[src/rtl/ldm_ctrl.sv]
// ldm_ctrl: LDM/STM multi-register transfer sequencer for the execute stage.
// Optional base write-back cycle is enabled by defining LDM_CTRL_BASEWB_EN.
module ldm_ctrl (
    input  logic        i_clk,
    input  logic        i_rst,
    input  logic        i_start,
    input  logic [15:0] i_reg_list,
    input  logic        i_up,
    input  logic        i_pre,
    input  logic        i_load,
    input  logic        i_wb,
    input  logic [3:0]  i_base_code,
    input  logic        i_mem_hold,
    input  logic [31:0] i_rf_data,
    output logic [3:0]  o_rf_code,
    output logic        o_ldm_vld,
    output logic [31:0] o_ldm_offset,
    output logic        o_ldm_mem_vld,
    output logic [3:0]  o_ldm_reg_code,
    output logic [31:0] o_ldm_reg,
    output logic        o_ldm_load,
    output logic        o_stall,
    output logic        o_done
);

    typedef enum logic [1:0] {
        ST_IDLE   = 2'd0,
        ST_XFER   = 2'd1,
        ST_BASEWB = 2'd2
    } state_t;

    function automatic logic [4:0] popcount16(input logic [15:0] v);
        logic [4:0] c;
        c = 5'd0;
        for (int i = 0; i < 16; i++) begin
            c = c + {4'd0, v[i]};
        end
        return c;
    endfunction

    function automatic logic [3:0] lowest_idx(input logic [15:0] v);
        logic [3:0] idx;
        idx = 4'd0;
        for (int i = 15; i >= 0; i--) begin
            if (v[i]) begin
                idx = i[3:0];
            end else begin
                idx = idx;
            end
        end
        return idx;
    endfunction

    state_t      state_r;
    logic [15:0] rem_r;
    logic [31:0] offset_r;
    logic        load_r;
    logic        empty_done_r;

    logic [4:0]  n_s;
    logic [31:0] four_n_s;
    logic [31:0] init_off_s;
    logic [15:0] rem_next_s;
    logic        last_s;
    logic        idle_s;
    logic        accept_s;
    logic        wb_go_s;

`ifdef LDM_CTRL_BASEWB_EN
    logic        up_r;
    logic        wb_r;
    logic [3:0]  base_r;
    logic [4:0]  cnt_r;
    logic [31:0] wb_off_s;

    assign wb_go_s  = wb_r;
    assign wb_off_s = up_r ? {25'd0, cnt_r, 2'b00} : (32'd0 - {25'd0, cnt_r, 2'b00});
`else
    logic unused_s;

    // W and base only matter when the write-back cycle exists
    assign unused_s = ^{i_wb, i_base_code};
    assign wb_go_s  = 1'b0;
`endif

    assign n_s        = popcount16(i_reg_list);
    assign four_n_s   = {25'd0, n_s, 2'b00};
    assign rem_next_s = rem_r & (rem_r - 16'd1);
    assign last_s     = (rem_next_s == 16'd0);
    assign idle_s     = (state_r == ST_IDLE);
    assign accept_s   = (state_r == ST_XFER) && !i_mem_hold;

    // Starting offset: decrement modes begin 4n below the base so addresses still ascend
    always_comb begin
        init_off_s = 32'd0;
        if (i_up) begin
            init_off_s = i_pre ? 32'd4 : 32'd0;
        end else begin
            init_off_s = i_pre ? (32'd0 - four_n_s) : (32'd4 - four_n_s);
        end
    end

    // Sequencer state, remaining list, offset and latched instruction fields
    always_ff @(posedge i_clk) begin
        if (i_rst) begin
            state_r      <= ST_IDLE;
            rem_r        <= 16'd0;
            offset_r     <= 32'd0;
            load_r       <= 1'b0;
            empty_done_r <= 1'b0;
`ifdef LDM_CTRL_BASEWB_EN
            up_r         <= 1'b0;
            wb_r         <= 1'b0;
            base_r       <= 4'd0;
            cnt_r        <= 5'd0;
`endif
        end else begin
            empty_done_r <= 1'b0;
            case (state_r)
                ST_IDLE: begin
                    if (i_start) begin
                        rem_r    <= i_reg_list;
                        offset_r <= init_off_s;
                        load_r   <= i_load;
`ifdef LDM_CTRL_BASEWB_EN
                        up_r     <= i_up;
                        wb_r     <= i_wb;
                        base_r   <= i_base_code;
                        cnt_r    <= n_s;
`endif
                        if (n_s == 5'd0) begin
                            empty_done_r <= 1'b1;
                        end else begin
                            state_r <= ST_XFER;
                        end
                    end
                end
                ST_XFER: begin
                    if (accept_s) begin
                        rem_r    <= rem_next_s;
                        offset_r <= offset_r + 32'd4;
                        if (last_s) begin
`ifdef LDM_CTRL_BASEWB_EN
                            if (wb_go_s) begin
                                state_r  <= ST_BASEWB;
                                offset_r <= wb_off_s;
                            end else begin
                                state_r <= ST_IDLE;
                            end
`else
                            state_r <= ST_IDLE;
`endif
                        end
                    end
                end
                ST_BASEWB: begin
                    state_r <= ST_IDLE;
                end
                default: begin
                    state_r <= ST_IDLE;
                end
            endcase
        end
    end

    // Output decode from registered state; everything reads 0 while idle
    always_comb begin
        o_ldm_vld      = 1'b0;
        o_ldm_mem_vld  = 1'b0;
        o_ldm_reg_code = 4'd0;
        o_ldm_offset   = 32'd0;
        o_ldm_load     = 1'b0;
        case (state_r)
            ST_XFER: begin
                o_ldm_vld      = 1'b1;
                o_ldm_mem_vld  = 1'b1;
                o_ldm_reg_code = lowest_idx(rem_r);
                o_ldm_offset   = offset_r;
                o_ldm_load     = load_r;
            end
`ifdef LDM_CTRL_BASEWB_EN
            ST_BASEWB: begin
                o_ldm_vld      = 1'b1;
                o_ldm_reg_code = base_r;
                o_ldm_offset   = offset_r;
                o_ldm_load     = load_r;
            end
`endif
            default: begin
                o_ldm_vld = 1'b0;
            end
        endcase
    end

    assign o_rf_code = o_ldm_reg_code;
    assign o_ldm_reg = i_rf_data;
    assign o_stall   = (i_start && idle_s) || o_ldm_vld;
    assign o_done    = (accept_s && last_s && !wb_go_s)
                     || (state_r == ST_BASEWB)
                     || empty_done_r;

endmodule

[config.mk]
export PLATFORM = sky130hd
export DESIGN_NAME = ldm_ctrl
export DESIGN_NICKNAME = d
export VERILOG_FILES = /design/src/rtl/ldm_ctrl.sv
export SDC_FILE = /design/constraint.sdc
export NUM_CORES = 1
export LEC_CHECK = 0
export CORE_MARGIN = 2
export CORE_UTILIZATION = 25
export CTS_CLUSTER_SIZE = 20
export DETAILED_ROUTE_END_ITERATION = 8
export SLEW_MARGIN = 15
export SYNTH_ARGS = -nofsm -noshare
export SYNTH_HDL_FRONTEND = slang
export SYNTH_SLANG_ARGS = --single-unit
[constraint.sdc]
create_clock -name i_clk -period 6.68 [get_ports i_clk]
set_input_delay 1.67 -clock i_clk [delete_from_list [all_inputs] [get_ports i_clk]]
set_output_delay 1.67 -clock i_clk [all_outputs]
set_load 0.05 [all_outputs]
After elaboration in Yosys (flattened, before gate mapping)
Cells that the tools add are included.

word-level totals
  latch bits = 0
  flip-flop bits (word level) = 52
  bits in writable memories = 0
  memories = 0
  logic and storage cells = 83
  output and inout port bits = 77
  bits in read-only memories = 0

cells by class
  bitwise gates (word level) = 3
  multiplexer cells = 35
  shifts and indexed selects = 0
  reductions and logical operators = 15
  multipliers = 0
  divide/modulo/power cells = 0
  equality and inequality tests = 6
  magnitude comparators = 0
  $add $sub $neg = 19

operators by type and width
  cell                                                 count
  2-to-1 mux 32 bit                                    5
  2-to-1 mux 4 bit                                     17
  one-hot mux 32 bit (2 select lines)                  1
  adder 5 x 1 -> 5 bit                                 11
  adder 32 x 3 -> 32 bit (second input constant)       1
  2-to-1 mux 16 bit                                    2
  one-hot mux 16 bit (2 select lines)                  1
  AND 16 bit                                           1
  logical NOT 16 bit                                   1
  subtractor 16 x 1 -> 16 bit (second input constant)  1
  2-to-1 mux 2 bit                                     4
  inequality test 2 bit (second input constant)        4
  subtractor 1 x 7 -> 8 bit (first input constant)     1
  subtractor 3 x 7 -> 8 bit (first input constant)     1
  adder 4 x 1 -> 5 bit                                 1
  logical NOT 5 bit                                    1
  adder 3 x 1 -> 4 bit                                 1
  one-hot mux 2 bit (2 select lines)                   1
  AND reduction 4 bit                                  1
  adder 2 x 1 -> 3 bit                                 1
  logical AND 1 bit                                    3
  logical OR 1 bit                                     3
  2-to-1 mux 1 bit                                     3
  2-to-1 mux 3 bit                                     1
  other kinds (10)                                     11

Logic depth before layout (Yosys ltp)
Gate-level depths: netlist of run 1.

  depth after elaboration = 20
  gate-level depth with buffers = 18

Worst setup path before layout of run 1
OpenSTA, ideal clock, no wires.

  kind = in2reg
  start point = input i_reg_list[0]
  end point = register offset_r[30]
  slack = 0.614 ns
  required time = 6.561 ns
  arrival = 5.948 ns
  stages = 18
  setup time = 0.119 ns
  cell sequence = inv_1 > fa_1 > fa_1 > fa_1 > fa_1 > inv_1 > ha_1 > inv_1 > fa_1 > xor2_1 > ha_1 > a21bo_2 > nor2_1 > o21ai_2 > nand2_1 > clkbuf_1 > a21oi_1 > o221a_2

on the way
  cells in the longest elaborated chain, start to end = 20
  elaborated cells between the ends (all ways) = 21

ends and longest elaborated chain
  what                                                                    RTL line  RTL
  from (decl)                                                             7         input logic [15:0] i_reg_list,
  adder 1 x 1 -> 2 bit (*)                                                36        c = c + {4'd0, v[i]};
  adder 2 x 1 -> 3 bit (*)                                                36
  adder 3 x 1 -> 4 bit (*)                                                36
  adder 4 x 1 -> 5 bit (*)                                                36
  adder 5 x 1 -> 5 bit (*) (11 in series)                                 36
  subtractor 3 x 7 -> 8 bit or subtractor 1 x 7 -> 8 bit (tied branches)  99        init_off_s = i_pre ? (32'd0 - four_n_s) : (32'd4 - four_n_s);
  2-to-1 mux 32 bit (*)                                                   99
  2-to-1 mux 32 bit (*)                                                   96        if (i_up) begin
  2-to-1 mux 32 bit (*)                                                   121       if (i_start) begin
  one-hot mux 32 bit (2 select lines) (*)                                 119       case (state_r)
  to (signal assigned)                                                    123       offset_r <= init_off_s;
  to (signal assigned)                                                    141       offset_r <= offset_r + 32'd4;
  to (decl)                                                               56        logic [31:0] offset_r;

Mark *: on every way between the ends. The rest lies on a longest branch, timed or not. The select of a mux whose other input is x is not followed.
A chain may end at the register's enable or synchronous reset.

Worst setup path after layout of run 1
  start point = input i_reg_list[11]
  end point = register offset_r[19]

on the way
  cells in the longest elaborated chain, start to end = 10
  elaborated cells between the ends (all ways) = 11

ends and longest elaborated chain
  what                                                                    RTL line
  adder 5 x 1 -> 5 bit (*) (5 in series)                                  36
  subtractor 3 x 7 -> 8 bit or subtractor 1 x 7 -> 8 bit (tied branches)  99
  2-to-1 mux 32 bit (*)                                                   99
  2-to-1 mux 32 bit (*)                                                   96
  2-to-1 mux 32 bit (*)                                                   121
  one-hot mux 32 bit (2 select lines) (*)                                 119

Marks and branches as above.

==> key figures, run 1 <==
Outcome
  • Status: finished, final reports clean

Timing
  • Final setup vio count: 0
  • Clock skew: 0.0113 ns
  • Fin Hold WS: 0.451 ns
  • Hold Vio Cnt, Final: 0
  • Fmax: 0.159 GHz
  • Worst-Margin Slew: 1.04 ns
  • Slew HR: 30.8%
  • Fin crit share: 94.3%
  • TNS Setup: 0 ns
  • Max Slew Vio Count: 0
  • RSZ-0062 raised after global routing: false
  • Min Tclk post-route: 6.30 ns

Finish
  • Area added between synthesis and finish: 18.8%
  • Storage element area: 982 um^2
  • # diodes: 0
  • Multi-input combinational cell area: 0.00249 mm^2
  • Fill count: 1728
  • Most frequent cells in the layout: clkdlybuf4s50_1, nor2_1, nand2_1, dfxtp_1, a21oi_1
  • Layout cells sized above 1: 8.36%
  • Final #Nets: 628
  • Most common cell after layout, fill and taps aside: clkdlybuf4s50_1

Power
  • Reg power frac: 28.0%
  • Clock share of power: 15.5%
  • P per Cell Area: 357 mW/mm^2
  • Net switching power: 797 uW
  • Switching part of the total: 46.9%
  • Total power: 1.70 mW
  • Leak: 1.83 nW
  • Max VDD drop: 150 uV
  • Gate power share: 56.5%
  • Pint: 903 uW

Job
  • Maxcap violations: 0

Setup path
  • CP max stage delay: 0.57 ns
  • Crit path max fanout: 13
  • Worst setup EP type: register
  • Cell count along the critical path: 19
  • CP max-delay cell: fa_1
  • Delay-heaviest family, CP: adder cells
  • Most used cell, CP: fa_1
  • CP Launch Type: primary input
  • FF-to-FF path depth: 8
  • Data required time at the worst endpoint: 6.87 ns
  • Kind of critical path: primary input to register
  • Crit path cell chain: clkdlybuf4s50_1, inv_1, fa_1, fa_1, fa_1, fa_1, inv_1, ha_1, inv_1, fa_1, xor2_1, ha_1, a21bo_2, nor2_1, o21ai_2, a21oi_1, buf_12, nand2_1, o221a_2
  • Worst Path Arrival: 6.49 ns
  • CP bufs+invs: 5

CTS
  • Total CTS buffers: 5
  • Clock sinks: 49
  • Clk_lat worst skew: 0.30 ns
  • Hold-fix buffers, CTS: 0
  • H-tree depth: 2
  • Max clock buf depth: 2
  • TritonCTS clock tree: built
  • Worst-path clk slew: 0.07 ns
  • Resize count post-CTS: 0
  • Post-CTS Setup Bufs: 0
  • CTS Root Cell: clkbuf_16

Detailed routing
  • Starting DRC count in detailed routing: 243
  • Vias post-DR: 3666
  • Drt wl/cell: 14.2 um
  • TritonRoute pass-1 iters: 4
  • DRC Markers: 0
  • Routed Antenna Nets: 0
  • Routed vias/inst: 4.79
  • Final WL: 10900 um

Synth
  • Post-synthesis register bit count: 49
  • Register area share after synthesis: 24.5%
  • Number of synthesized flops with an enable pin: 0
  • Ys async rst share: 0%
  • Ys flop type: dfxtp_1
  • Syn avg cell area: 7.48 um^2
  • Synthesis Warnings: 0
  • Instance count of the mapped netlist: 536
  • Synthesized cell area: 0.00401 mm^2
  • Netlist cell types: 61

Floorplan
  • Die X: 131 um
  • Die area: 0.0171 mm^2
  • Area of the core: 0.0158 mm^2
  • Die height: 131 um
  • Row count: 46
  • I/O pins: 137
  • Initial Util: 25.4%

Placement
  • Dpl hpwl: 7760 um
  • IO Port Bufs: 65
  • GP Congestion: 0.793

Global route
  • Number of global-route vias before repair: 3450
  • Largest net degree at the start of global routing: 43
  • First-pass GRT wire length: 17700 um
  • Grt ovf: 0
  • Antenna violations before repair: 0
  • GRT Resource Usage Total: 12.8%

Hold path
  • Hold Crit Class: register to register
  • WHS Path Cells: 2
## through the flow
step                instance area, um^2  utilization, %  worst slack (ns)  cells
finish                             4770            30.2             0.380    766
detailed placement                 4620            29.3            0.0809    758
floorplan                          4010               -             0.614    537
global placement                   4620            29.3             0.101    758
CTS                                4770            30.2             0.371    766
global route                       4770            30.2             0.143    766
## state kept, by name (all words and copies together), names as in the netlist
register	count
load_r	1
empty_done_r	1
state_r	1
offset_r	30
rem_r	16
## worst min-delay path, stage by stage, from the launching register on
cell and delay [ns]:
dfxtp_1 0.30, nand2_1 0.05, a21oi_1 0.05
## kinds of logic (layout without fill, tap and decap cells)
kind of cell,count (synthesis),count (layout),synth area share (%)
AO/OA/AOI/OAI,132,132,21.9
XOR/XNOR,7,7,1.53
adder cells (fa/ha/maj),20,20,8.05
buffers and inverters,104,117,13.6
flip-flops,49,49,24.5
multiplexers,7,7,1.84
other,1,2,0.0935
AND/OR/NAND/NOR,216,216,28.5
## power groups by stage
stage | clock network, mW | registers [mW] | logic [mW]
6_report | 0.263 | 0.476 | 0.961
5_1_grt | 0.277 | 0.493 | 1.07
4_1_cts | 0.268 | 0.475 | 0.967
3_5_place_dp | 0 | 0.481 | 0.961
3_3_place_gp | 0 | 0.479 | 0.952
2_1_floorplan | 0 | 0.427 | 0.780
## per-layer routing
metal | global-route usage, % | part of all wire, %
met1 | 18.3 | 50
met2 | 20.3 | 45
met3 | 2.12 | 4.4
met4 | 2.82 | 0.99
met5 | 0 | 0
## path summary, 6_finish.rpt
kind / slack [ns] / from / to
max: 0.38 / i_reg_list[11] / offset_r[19]$_SDFFE_PP0P_
min: 0.45 / load_r$_SDFFE_PP0P_ / load_r$_SDFFE_PP0P_
max reg2reg: 3.59 / state_r[0]$_SDFFE_PP0P_ / offset_r[12]$_SDFFE_PP0P_
min reg2reg: 0.45 / load_r$_SDFFE_PP0P_ / load_r$_SDFFE_PP0P_
## final cells by class
class | instances | share of cell area [%]
flip-flops and latches | 49 | 20.6
multi-input cells | 384 | 52.2
clock inverters | 2 | 0.289
well taps | 216 | 5.67
inverters | 30 | 2.36
clock buffers | 6 | 2.70
repair buffers | 79 | 16.1
## Yosys cell counts (3+ instances only)
library cell | n | area, um^2
nand2_1 | 51 | 191
inv_1 | 30 | 113
nor4_4 | 3 | 63.8
nor2_1 | 53 | 199
mux2_2 | 3 | 33.8
nand4_1 | 8 | 50.1
a211oi_1 | 6 | 45.0
nor3b_1 | 3 | 22.5
and2_1 | 33 | 206
nand2b_1 | 4 | 25.0
mux2i_1 | 4 | 40.0
xor2_1 | 5 | 43.8
a221oi_1 | 5 | 43.8
buf_2 | 7 | 35.0
a22oi_1 | 10 | 75.1
or2_2 | 3 | 18.8
and4_1 | 4 | 35.0
clkbuf_1 | 25 | 93.8
buf_4 | 39 | 293
ha_1 | 9 | 113
o31ai_1 | 3 | 22.5
o21a_1 | 5 | 37.5
o221a_2 | 6 | 67.6
a21oi_1 | 44 | 220
a31oi_1 | 10 | 62.6
a2111oi_0 | 4 | 35.0
nor2b_1 | 8 | 50.1
nor4_1 | 4 | 25.0
nand3_1 | 19 | 95.1
fa_1 | 10 | 200
a21o_1 | 3 | 22.5
buf_1 | 3 | 11.3
o21ai_0 | 19 | 95.1
dfxtp_1 | 49 | 981
nor3_1 | 12 | 60.1
Power figures use the tool's default switching activity.
==> run 2, diff against run 1 <==
--- a/config.mk
+++ b/config.mk
@@ -7,6 +7,7 @@
 export LEC_CHECK = 0
 export CORE_MARGIN = 2
 export CORE_UTILIZATION = 25
+export CTS_BUF_LIST = sky130_fd_sc_hd__clkbuf_8
 export CTS_CLUSTER_SIZE = 20
 export DETAILED_ROUTE_END_ITERATION = 8
 export SLEW_MARGIN = 15
==> run 2 against run 1 <==
Worst hold slack better by 0.0027 ns. Global-route usage hardly changed. Clock-buffer cell count is 1 lower. Cell count stayed put. Register-to-register slack hardly changed. Die area stayed put. Power is 4.7% lower. Fmax is 0.74% higher. Clock power is 29% lower. Non-clock buffer count stayed put. Critical path type unchanged. Highest routed layer unchanged.
==> key figures, run 2 (same netlist as run 1, synthesis figures left out) <==
Global route
  • First-pass GRT wire length: 17700 um (about the same)
  • Antenna violations before repair: 0 (unchanged)
  • GR met2 Demand/Resource: 20.4% (+0.15 points)
  • Grt ovf: 0 (unchanged)
  • Largest net degree at the start of global routing: 43 (unchanged)
  • GRT met1 Usage: 18.2% (-0.079 points)
  • GRT Resource Usage Total: 12.8% (+0.042 points)
  • Busiest grt layer: met2
  • Number of global-route vias before repair: 3466 (+0.46%)
  • Met3 Track Usage GR: 2.12% (unchanged)

Floorplan
  • Area of the core: 0.0158 mm^2 (unchanged)
  • Initial Util: 25.4% (unchanged)
  • Die height: 131 um (unchanged)
  • Die X: 131 um (unchanged)
  • Row count: 46 (unchanged)
  • I/O pins: 137 (unchanged)
  • Die area: 0.0171 mm^2 (unchanged)

Outcome
  • Status: finished, final reports clean

Timing
  • Hold Vio Cnt, Final: 0 (unchanged)
  • Final setup vio count: 0 (unchanged)
  • Min Tclk post-route: 6.25 ns (-0.0461 ns)
  • Fin crit share: 93.6% (-0.69 points)
  • Max Slew Vio Count: 0 (unchanged)
  • Worst-Margin Slew: 1.04 ns (-0.000376 ns)
  • Fmax: 0.160 GHz (+0.74%)
  • Fin Hold WS: 0.454 ns (+0.00270 ns)
  • TNS Setup: 0 ns (unchanged)
  • Clock skew: 0.0120 ns (+0.000726 ns)
  • RSZ-0062 raised after global routing: false
  • Slew HR: 30.8% (about the same)

Finish
  • Most frequent cells in the layout: clkdlybuf4s50_1, nor2_1, nand2_1, dfxtp_1, a21oi_1
  • Fill count: 1733 (+0.29%)
  • Area added between synthesis and finish: 17.4%
  • Most flop-heavy register: offset_r
  • Final #Nets: 628 (unchanged)
  • Max FFs per register: 30 (unchanged)
  • Post-layout util: 29.9% (-0.36 points)
  • Layout cells sized above 1: 8.36% (unchanged)
  • Top Registers: offset_r x30, rem_r x16
  • # diodes: 0 (unchanged)
  • Most common cell after layout, fill and taps aside: clkdlybuf4s50_1

Placement
  • Dpl hpwl: 7760 um (unchanged)
  • GP Congestion: 0.793 (unchanged)
  • IO Port Bufs: 65 (unchanged)

CTS
  • Resize count post-CTS: 0 (unchanged)
  • Worst-path clk slew: 0.10 ns (+0.03 ns)
  • TritonCTS clock tree: built
  • Max clock buf depth: 2 (unchanged)
  • Clk_lat worst skew: 0.32 ns (+0.02 ns)
  • Post-CTS Setup Bufs: 0 (unchanged)
  • Clock sinks: 49 (unchanged)
  • H-tree depth: 2 (unchanged)
  • Hold-fix buffers, CTS: 0 (unchanged)
  • CTS Root Cell: clkbuf_8
  • Total CTS buffers: 5 (unchanged)

Setup path
  • R2r setup slk: 3.59 ns (about the same)
  • Crit path max fanout: 13 (unchanged)
  • CP Launch Type: primary input
  • Kind of critical path: primary input to register
  • Worst setup EP type: register
  • Worst Path Arrival: 6.48 ns (about the same)
  • Data required time at the worst endpoint: 6.91 ns (+0.04 ns)

Detailed routing
  • Drt wl/cell: 14.1 um (-0.96%)
  • Routed Antenna Nets: 0 (unchanged)
  • Vias post-DR: 3707 (+1.1%)
  • TritonRoute pass-1 iters: 4 (unchanged)
  • Starting DRC count in detailed routing: 190 (-22%)
  • DRC Markers: 0 (unchanged)
  • Routed vias/inst: 4.84 (+1.1%)
  • Final WL: 10800 um (-0.96%)

Hold path
  • Hold Crit Class: register to register

Power
  • Leak: 1.81 nW (-1.2%)
  • Max VDD drop: 142 uV (-4.8%)
  • P per Cell Area: 344 mW/mm^2 (-3.5%)

Job
  • Maxcap violations: 0 (unchanged)
-- run 2: routing by layer --
| metal | vias up | share of wire [%] |
|---|---|---|
| li1 | 1853 | - |
| met1 | 1739 | 49 |
| met2 | 99 | 45 |
| met3 | 16 | 5.2 |
| met4 | 0 | 1.2 |
| met5 | - | 0 |
-- run 2: worst max-delay path, stage by stage --
cell,delay (ns)
clkdlybuf4s50_1,0.53
inv_1,0.08
fa_1,0.57
fa_1,0.44
fa_1,0.51
fa_1,0.41
inv_1,0.06
ha_1,0.16
inv_1,0.05
fa_1,0.44
xor2_1,0.21
ha_1,0.16
a21bo_2,0.23
nor2_1,0.11
o21ai_2,0.10
a21oi_1,0.23
buf_12,0.18
nand2_1,0.05
o221a_2,0.27
-- run 2: path summary, 6_finish.rpt --
path | from | end | cells after the start
worst max register to register | state_r[0]$_SDFFE_PP0P_ | offset_r[12]$_SDFFE_PP0P_ | 8
worst min-delay path | load_r$_SDFFE_PP0P_ | load_r$_SDFFE_PP0P_ | 2
worst min register to register | load_r$_SDFFE_PP0P_ | load_r$_SDFFE_PP0P_ | 2
worst max-delay path | i_reg_list[11] | offset_r[19]$_SDFFE_PP0P_ | 19
-- run 2: report_power, final --
part           total, mW  switching [mW]  internal (mW)  leakage [nW]
Combinational      0.957           0.553          0.404          1.35
Sequential         0.477           0.118          0.358         0.402
Clock              0.187           0.113         0.0735        0.0497
-- run 2: cell type report --
class / instances / area, um^2 / share of cell area [%]
clock inverters: 3 / 17.5 / 0.372
flip-flops and latches: 49 / 982 / 20.9
well taps: 216 / 270 / 5.74
multi-input cells: 384 / 2490 / 52.9
inverters: 30 / 113 / 2.39
repair buffers: 79 / 768 / 16.3
clock buffers: 5 / 68.8 / 1.46
-- run 2: through the flow --
stage / power (mW) / instance area (um^2) / setup WS [ns] / instances
final: 1.62 / 4710 / 0.426 / 766
after detailed placement: 1.44 / 4620 / 0.0809 / 758
after floorplan: 1.21 / 4010 / 0.614 / 537
after global routing: 1.76 / 4710 / 0.179 / 766
after CTS: 1.63 / 4710 / 0.406 / 766
after global placement: 1.43 / 4620 / 0.101 / 758
==> run 3, diff against run 2 <==
--- a/config.mk
+++ b/config.mk
@@ -5,11 +5,14 @@
 export SDC_FILE = /design/constraint.sdc
 export NUM_CORES = 1
 export LEC_CHECK = 0
+export CELL_PAD_IN_SITES_DETAIL_PLACEMENT = 1
+export CELL_PAD_IN_SITES_GLOBAL_PLACEMENT = 1
 export CORE_MARGIN = 2
 export CORE_UTILIZATION = 25
 export CTS_BUF_LIST = sky130_fd_sc_hd__clkbuf_8
 export CTS_CLUSTER_SIZE = 20
 export DETAILED_ROUTE_END_ITERATION = 8
+export PLACE_DENSITY_LB_ADDON = 0.1
 export SLEW_MARGIN = 15
 export SYNTH_ARGS = -nofsm -noshare
 export SYNTH_HDL_FRONTEND = slang
==> run 3 against run 2 <==
Worst hold slack better by 0.0086 ns. Clock skew shrank 0.0043 ns. Largest cell class unchanged. Design area grew 0.24%. Cell count rose by 0.26%. Register-to-register slack got worse by 0.04 ns. Critical path type unchanged. Clock power up 3%. Combinational power rose by 6%. Fmax increased by 0.66%. Non-clock buffer count increased by 2. Flip-flop and latch count unchanged.
==> key figures, run 3 (same netlist as run 1, synthesis figures left out) <==
Power
  • Leak: 1.82 nW (+0.58%)
  • Max VDD drop: 150 uV (+5.4%)
  • P per Cell Area: 353 mW/mm^2 (+2.5%)

Timing
  • Slew HR: 34.4% (+3.6 points)
  • Max Slew Vio Count: 0 (unchanged)
  • RSZ-0062 raised after global routing: false
  • Final WS setup: 0.467 ns (+0.0413 ns)
  • Worst-Margin Slew: 0.983 ns (-0.0545 ns)
  • Min Tclk post-route: 6.21 ns (-0.0413 ns)
  • Clock skew: 0.00773 ns (-0.00425 ns)
  • Hold Vio Cnt, Final: 0 (unchanged)
  • TNS Setup: 0 ns (unchanged)
  • Fin crit share: 93.0% (-0.62 points)
  • Fmax: 0.161 GHz (+0.66%)
  • Final setup vio count: 0 (unchanged)

CTS
  • Post-CTS Setup Bufs: 0 (unchanged)
  • Worst-path clk slew: 0.11 ns (about the same)
  • Clk_lat worst skew: 0.33 ns (about the same)
  • TritonCTS clock tree: built
  • Total CTS buffers: 5 (unchanged)
  • Max clock buf depth: 2 (unchanged)
  • Resize count post-CTS: 0 (unchanged)
  • Hold-fix buffers, CTS: 0 (unchanged)
  • H-tree depth: 2 (unchanged)
  • Clock sinks: 49 (unchanged)
  • CTS Root Cell: clkbuf_8

Global route
  • Grt ovf: 0 (unchanged)
  • First-pass GRT wire length: 20800 um (+18%)
  • Number of global-route vias before repair: 3867 (+12%)
  • Largest net degree at the start of global routing: 77 (+79%)
  • Antenna violations before repair: 0 (unchanged)
  • GRT Resource Usage Total: 15.7% (+2.8 points)

Finish
  • Most frequent cells in the layout: clkdlybuf4s50_1, nor2_1, nand2_1, dfxtp_1, a21oi_1
  • Fin cells: 768 (+0.26%)
  • # diodes: 0 (unchanged)
  • Max FFs per register: 30 (unchanged)
  • Most flop-heavy register: offset_r
  • Top Registers: offset_r x30, rem_r x16
  • Layout cells sized above 1: 8.70% (+0.33 points)
  • Most common cell after layout, fill and taps aside: clkdlybuf4s50_1
  • Final #Nets: 630 (+0.32%)
  • Area added between synthesis and finish: 17.7%

Floorplan
  • Die X: 131 um (unchanged)
  • Die area: 0.0171 mm^2 (unchanged)
  • Die height: 131 um (unchanged)
  • I/O pins: 137 (unchanged)
  • Area of the core: 0.0158 mm^2 (unchanged)
  • Row count: 46 (unchanged)
  • Initial Util: 25.4% (unchanged)

Setup path
  • Kind of critical path: primary input to register
  • FF-to-FF Start: state_r[0]$_SDFFE_PP0P_
  • Data required time at the worst endpoint: 6.92 ns (about the same)
  • Worst setup EP type: register
  • Crit path max fanout: 7 (-6)
  • CP Launch Type: primary input
  • Critical path startpoint: i_reg_list[11]
  • Worst Path Arrival: 6.45 ns (-0.03 ns)

Detailed routing
  • Starting DRC count in detailed routing: 165 (-13%)
  • DRC Markers: 0 (unchanged)
  • Drt wl/cell: 16.7 um (+19%)
  • TritonRoute pass-1 iters: 4 (unchanged)
  • Routed vias/inst: 4.89 (+1.1%)
  • Routed Antenna Nets: 0 (unchanged)
  • Vias post-DR: 3759 (+1.4%)
  • Final WL: 12900 um (+19%)

Placement
  • GP Congestion: 0.783 (-1.3%)
  • Dpl hpwl: 9360 um (+21%)
  • Pre-CTS WS: 0.0803 ns (-0.000565 ns)
  • Placed cells: 760 (+0.26%)
  • IO Port Bufs: 65 (unchanged)

Hold path
  • Min-delay src: load_r$_SDFFE_PP0P_
  • Hold Crit Class: register to register

Job
  • Maxcap violations: 0 (unchanged)

Outcome
  • Status: finished, final reports clean
-- run 3: stage by stage --
stage | util [%] | cell area, um^2 | power (mW) | hold slack [ns]
after floorplan | - | 4010 | 1.21 | 0.432
after global placement | 29.4 | 4640 | 1.48 | 0.455
after detailed placement | 29.4 | 4640 | 1.50 | 0.454
after CTS | 29.9 | 4720 | 1.70 | 0.470
after global routing | 29.9 | 4720 | 1.83 | 0.484
final | 29.9 | 4720 | 1.67 | 0.462
-- run 3: layout make-up --
cell class	count	area, um^2
fillers	1938	11000
multi-input cells	384	2490
flip-flops and latches	49	982
repair buffers	81	783
well taps	216	270
inverters	30	113
clock buffers	5	68.8
clock inverters	3	13.8
-- run 3: worst max-delay path, cell delays in order --
cell and delay, ns:
clkdlybuf4s50_1 0.53, inv_1 0.08, fa_1 0.55, fa_1 0.45, fa_1 0.54, fa_1 0.42, inv_1 0.07, ha_1 0.16
inv_1 0.06, fa_1 0.40, xor2_1 0.20, ha_1 0.17, a21bo_2 0.23, nor2_1 0.11, o21ai_2 0.11, a21oi_1 0.19
buf_4 0.20, nand2_1 0.06, o221a_2 0.27
-- run 3: path summary, 6_finish.rpt --
| check | slack (ns) | depth (start not counted) | endpoint |
|---|---|---|---|
| setup / recovery | 0.47 | 19 | offset_r[19]$_SDFFE_PP0P_ |
| hold / removal | 0.46 | 2 | load_r$_SDFFE_PP0P_ |
| setup reg to reg | 3.55 | 9 | offset_r[10]$_SDFFE_PP0P_ |
| hold reg to reg | 0.46 | 2 | load_r$_SDFFE_PP0P_ |
-- run 3: power breakdown --
group          total, mW  leakage (nW)  switching, mW  internal, mW
clock              0.193        0.0491          0.121        0.0718
sequential         0.461         0.402          0.103         0.358
combinational       1.01          1.37          0.596         0.416
total               1.67          1.82          0.820         0.846
-- run 3: per-layer routing --
layer / part of all wire [%] / wire (um) / vias to the layer above / track usage [%]
li1: - / - / 1861 / -
met1: 48 / 6150 / 1819 / 20.2
met2: 48 / 6140 / 70 / 26.9
met3: 3.5 / 450 / 9 / 3.05
met4: 0.99 / 127 / 0 / 4.13
met5: 0 / 0 / - / 0
